--- config.mk ---
export PLATFORM = sky130hd
export DESIGN_NAME = light_fade_pwm
export DESIGN_NICKNAME = d
export VERILOG_FILES = /design/src/rtl/light_fade_pwm.sv
export SDC_FILE = /design/constraint.sdc
export NUM_CORES = 1
export LEC_CHECK = 0
export CAP_MARGIN = 20
export CORE_MARGIN = 2
export CORE_UTILIZATION = 45
export DETAILED_ROUTE_END_ITERATION = 8
export DONT_BUFFER_PORTS = 1
export SYNTH_ARGS = -nofsm -noshare
export SYNTH_HDL_FRONTEND = slang
export SYNTH_SLANG_ARGS = --single-unit
--- constraint.sdc ---
create_clock -name i_clk -period 8.32 [get_ports i_clk]
set_clock_uncertainty 0.05 [all_clocks]
set_input_delay 0.832 -clock i_clk [delete_from_list [all_inputs] [get_ports i_clk]]
set_output_delay 0.832 -clock i_clk [all_outputs]
set_load 0.02 [all_outputs]
--- src/rtl/light_fade_pwm.sv ---
// light_fade_pwm: turns the 3-bit light state from the light FSM into a PWM
// lamp drive whose duty ramps toward the requested level by FADE_STEP per
// PWM period. The duty only moves on the period wrap, so a period never
// contains a partial (runt) pulse.
//
// Ports:
//   i_clk         system clock, rising edge
//   i_reset       asynchronous active-low reset
//   i_lightState  requested light state (0 off, 1..4 quarter steps, 5..7 off)
//   o_light       registered PWM lamp drive
//   o_duty        currently applied duty in PWM ticks (0..2^CNT_WIDTH)
//   o_busy        high while the duty is still ramping toward the target
//   o_periodEnd   one-clock pulse in the clock after each PWM period wrap
module light_fade_pwm #(
    parameter int unsigned CNT_WIDTH = 10,
    parameter int unsigned TICK_DIV  = 100,
    parameter int unsigned FADE_STEP = 8
) (
    input  logic                 i_clk,
    input  logic                 i_reset,
    input  logic [2:0]           i_lightState,
    output logic                 o_light,
    output logic [CNT_WIDTH:0]   o_duty,
    output logic                 o_busy,
    output logic                 o_periodEnd
);

    localparam int unsigned PRESC_W = (TICK_DIV > 1) ? $clog2(TICK_DIV) : 1;
    localparam int unsigned DUTY_W  = CNT_WIDTH + 1;
    // Two headroom bits so duty+step and target+step never wrap.
    localparam int unsigned ARITH_W = CNT_WIDTH + 2;

    localparam logic [PRESC_W-1:0]   PRESC_MAX = PRESC_W'(TICK_DIV - 1);
    localparam logic [CNT_WIDTH-1:0] CNT_MAX   = '1;
    localparam logic [DUTY_W-1:0]    LVL_FULL  = DUTY_W'(2 ** CNT_WIDTH);
    localparam logic [DUTY_W-1:0]    LVL_HALF  = DUTY_W'(2 ** CNT_WIDTH / 2);
    localparam logic [DUTY_W-1:0]    LVL_QTR   = DUTY_W'(2 ** CNT_WIDTH / 4);
    localparam logic [DUTY_W-1:0]    LVL_3QTR  = DUTY_W'(2 ** CNT_WIDTH / 2 + 2 ** CNT_WIDTH / 4);
    localparam logic [ARITH_W-1:0]   STEP      = ARITH_W'(FADE_STEP);

    typedef enum logic [1:0] {
        ST_IDLE      = 2'd0,
        ST_FADE_UP   = 2'd1,
        ST_FADE_DOWN = 2'd2
    } state_t;

    state_t                 state_q, state_d;
    logic [PRESC_W-1:0]     presc_q, presc_d;
    logic [CNT_WIDTH-1:0]   cnt_q, cnt_d;
    logic [DUTY_W-1:0]      target_q, target_d;
    logic [DUTY_W-1:0]      duty_q, duty_d;
    logic                   busy_q, busy_d;
    logic                   light_q, light_d;
    logic                   period_end_q, period_end_d;

    logic                   tick_c;
    logic                   wrap_c;
    logic [ARITH_W-1:0]     duty_ext_c;
    logic [ARITH_W-1:0]     tgt_ext_c;
    logic [ARITH_W-1:0]     up_sum_c;
    logic [ARITH_W-1:0]     stepped_c;
    logic [DUTY_W-1:0]      duty_step_c;

    // Prescaler and PWM counter; the counter wraps naturally at its width.
    always_comb begin
        tick_c  = (presc_q == PRESC_MAX);
        presc_d = tick_c ? '0 : presc_q + PRESC_W'(1);
        cnt_d   = tick_c ? cnt_q + CNT_WIDTH'(1) : cnt_q;
        wrap_c  = tick_c && (cnt_q == CNT_MAX);
    end

    // Requested state sampled every clock and mapped to a target duty.
    always_comb begin
        target_d = '0;
        case (i_lightState)
            3'd1:    target_d = LVL_QTR;
            3'd2:    target_d = LVL_HALF;
            3'd3:    target_d = LVL_3QTR;
            3'd4:    target_d = LVL_FULL;
            default: target_d = '0;
        endcase
    end

    // One fade step toward the target, clamped so it never overshoots.
    always_comb begin
        duty_ext_c = ARITH_W'(duty_q);
        tgt_ext_c  = ARITH_W'(target_q);
        up_sum_c   = duty_ext_c + STEP;
        stepped_c  = duty_ext_c;
        if (duty_ext_c < tgt_ext_c) begin
            stepped_c = (up_sum_c > tgt_ext_c) ? tgt_ext_c : up_sum_c;
        end else if (duty_ext_c > tgt_ext_c) begin
            stepped_c = (duty_ext_c >= tgt_ext_c + STEP) ? duty_ext_c - STEP : tgt_ext_c;
        end
        // Result lies between duty and target, both <= 2^CNT_WIDTH.
        duty_step_c = DUTY_W'(stepped_c);
    end

    // Fade FSM: duty and state only advance on the period wrap.
    always_comb begin
        state_d      = state_q;
        duty_d       = duty_q;
        period_end_d = wrap_c;
        light_d      = ({1'b0, cnt_q} < duty_q);
        if (wrap_c) begin
            duty_d = duty_step_c;
            if (duty_step_c < target_q) begin
                state_d = ST_FADE_UP;
            end else if (duty_step_c > target_q) begin
                state_d = ST_FADE_DOWN;
            end else begin
                state_d = ST_IDLE;
            end
        end
        busy_d = (state_d != ST_IDLE);
    end

    always_ff @(posedge i_clk or negedge i_reset) begin
        if (!i_reset) begin
            state_q      <= ST_IDLE;
            presc_q      <= '0;
            cnt_q        <= '0;
            target_q     <= '0;
            duty_q       <= '0;
            busy_q       <= 1'b0;
            light_q      <= 1'b0;
            period_end_q <= 1'b0;
        end else begin
            state_q      <= state_d;
            presc_q      <= presc_d;
            cnt_q        <= cnt_d;
            target_q     <= target_d;
            duty_q       <= duty_d;
            busy_q       <= busy_d;
            light_q      <= light_d;
            period_end_q <= period_end_d;
        end
    end

    assign o_light     = light_q;
    assign o_duty      = duty_q;
    assign o_busy      = busy_q;
    assign o_periodEnd = period_end_q;

endmodule
==> flow_summary.toml <==
[route]
drtPass1Iterations = 4
drtAntennaViolNets = 0
drt_wl_total_um = 5530
drtIter0Drc = 164
avgRoutedWirePerCell_um = 16.26
via_per_inst = 5.771
vias = 1962
route.detailed.drc = 0

[timing]
final_hold_viol_count = 0
setup_violations = 0
rsz0062_at_grt = "false"
min_period_ps = 4393
slew_headroom_pct = 62.74
tightest_slew_ps = 554.8
slew_viol_final = 0
fmax_mhz = 227.6
hold_slack_ps = 173.6
tns_ps = 0
min_period_over_period_pct = 52.80

[floorplanning]
row_count = 27
start_util_pct = 46.12
dieWidth_um = 78.67
fp.dieArea_um2 = 6188
die_height_um = 78.67
pin_count = 19
core_um2 = 5439

[cts]
postCtsSetupRepairBufs = 0
holdBufCountCts = 0
ctsResizeCount = 0
cts_tree = "yes"
cts.root.buffer_cell = "clkbuf_8"
numCtsBuffers = 5
clock_sinks = 36
clock_path_buffers = 2
h-tree-depth = 2
clk_pin_slew_worst_paths_ps = 80
clk_latency_ps = 290

[worst_setup_path]
cp_max_fo = 14
reg2reg_slack_ps = 3930
timing.rr.end = "o_busy$_DFF_PN0_"
r2r_start = "o_duty[5]$_DFFE_PN0P_"
critPathKind = "register to register"
ff2ff_path_depth = 18
critical_path.endpoint_type = "register"
cp-start-kind = "register"
cp.arrival_ps = 4520
required_ps = 8450

[global_routing]
grt_max_degree = 37
grt_usage_pct = 19.78
overflow = 0
grt_pass1_vias = 1927
antenna_found_initial = 0
grt_pass1_wl_um = 9480

[place]
io_buffers = 0
place_congestion = 0.9268
dp_hpwl_um = 4203

[synthesis]
ys_seq_area_share_pct = 35.91
synth-main-ff-cell = "dfrtp_1"
synthesis.nets = 299
synthCells = 269
synth.avg_cell_area_um2 = 9.326
async_flop_share_pct = 100.0
synth_enable_flop_cells = 0
synth_cell_type_count = 54
synth.ff_latch_count = 36
yosysWarningCount = 0
netlist_area_um2 = 2509

[final_layout]
fin_nets = 297
area_delta_synth_final_pct = 5.387
final_util_pct = 48.61
diodes = 0
drive_above_1_share_pct = 6.716

[status]
status = "complete, no violations"

[power]
p_leak_nw = 1.122
p_per_area_nw_per_um2 = 124.2
peakVddDrop_mv = 0.09020

[worst_hold_path]
hp-class = "input port to asynchronous set/reset pin"

[job]
maxCapViolCount = 0
[worst max-delay path, cell delays in order (launching register included)]
cell	delay (ps)
dfrtp_1	690
and3_1	280
and3_1	220
nand3_1	110
xnor2_1	200
ha_1	350
and4b_1	190
nand4_1	110
o31a_1	290
o21a_1	260
a22oi_1	190
a21boi_1	210
inv_1	60
ha_1	280
nand3_1	80
nor3_1	120
o2111ai_1	150
nor4b_2	330
o21bai_1	100
[cell usage in the layout (no fill, tap or decap), types with 3 or more instances in the layout]
cell type / count
nand2_1: 21
or3_1: 5
dfrtp_1: 36
xor2_1: 3
nand3_1: 15
a21o_1: 4
nor2_1: 15
o21bai_1: 3
xnor2_1: 15
and3_1: 6
o21ai_0: 11
a21oi_1: 9
ha_1: 25
inv_1: 16
clkbuf_8: 5
and2_1: 7
mux2_2: 3
nor2b_1: 4
nor3_1: 8
nand4_1: 6
o21ai_1: 7
[worst max path at each step]
stage / start / to / cells past startpoint
after CTS: o_duty[5]$_DFFE_PN0P_ / o_busy$_DFF_PN0_ / 18
after global routing: o_duty[5]$_DFFE_PN0P_ / o_busy$_DFF_PN0_ / 18
after global placement: o_duty[5]$_DFFE_PN0P_ / o_busy$_DFF_PN0_ / 18
final: o_duty[5]$_DFFE_PN0P_ / o_busy$_DFF_PN0_ / 18
after detailed placement: o_duty[5]$_DFFE_PN0P_ / o_busy$_DFF_PN0_ / 18
after floorplan: o_duty[5]$_DFFE_PN0P_ / o_busy$_DFF_PN0_ / 19
[routing by layer]
metal | vias up | global-route usage [%] | part of all wire [%]
li1 | 970 | - | -
met1 | 922 | 25.89 | 45
met2 | 60 | 31.88 | 46
met3 | 10 | 4.713 | 6.7
met4 | 0 | 7.018 | 1.9
met5 | - | 0 | 0
[cell usage after synthesis, drive strengths merged, types with 2 or more instances]
cell / n / area, µm²
a211oi: 2 / 15.01
a21o: 4 / 30.03
a21oi: 9 / 45.04
a22oi: 2 / 15.01
a31oi: 2 / 12.51
a32oi: 2 / 17.52
and2: 7 / 43.79
and3: 6 / 37.54
buf: 4 / 32.53
clkbuf: 6 / 22.52
dfrtp: 36 / 900.9
ha: 25 / 312.8
inv: 16 / 60.06
mux2: 3 / 33.78
nand2: 21 / 78.83
nand3: 15 / 75.07
nand4: 6 / 37.54
nor2: 15 / 56.30
nor2b: 4 / 25.02
nor3: 8 / 40.04
nor4: 2 / 27.53
nor4b: 4 / 47.55
o2111ai: 2 / 17.52
o21ai: 18 / 90.08
o21bai: 3 / 22.52
o2bb2ai: 2 / 17.52
o31a: 2 / 17.52
o31ai: 2 / 28.78
or3: 6 / 42.54
xnor2: 15 / 131.4
xor2: 3 / 26.28
[final cells by class]
cell class | count | area [µm²]
clock buffer | 5 | 68.82
clock inverter | 3 | 23.77
fill | 521 | 2795
inverter | 16 | 60.06
multi-input combinational | 207 | 1493
sequential | 36 | 900.9
tap | 72 | 90.09
timing repair buffer | 1 | 7.507
[where the power goes]
part / internal, mW / total (mW) / switching (mW)
registers: 0.176 / 0.176 / 0.000855
logic: 0.00929 / 0.0239 / 0.0146
clock network: 0.0593 / 0.128 / 0.0688
total: 0.244 / 0.328 / 0.0842
[state kept, by name (all words and copies together) (netlist names)]
signal and cells:
o_duty 11, cnt_q 10, presc_q 7, target_q 3, state_q 2, o_busy 1, o_light 1, o_periodEnd 1
[stage by stage]
stage | instance area [µm²] | setup slack, ps | std cells | total power [mW]
after floorplan | 2509 | 4220 | 269 | 0.1978
after global placement | 2551 | 4053 | 332 | 0.2028
after detailed placement | 2551 | 3940 | 332 | 0.2029
after CTS | 2644 | 3911 | 340 | 0.3316
after global routing | 2644 | 3492 | 340 | 0.3426
final | 2644 | 3927 | 340 | 0.3283
[cells by family (layout without fill, tap and decap cells)]
kind of cell               after synthesis  after routing  synth area share, %
and+or+nand+nor                        100            100                22.25
DFF                                     36             36                35.91
adders and majority gates               25             25                12.47
buffers and inverters                   26             25                4.589
muxes                                    4              4                1.746
AOI/OAI and AO/OA                       60             60                16.76
xor gates and xnor gates                18             18                6.285
Power figures use the tool's default switching activity.
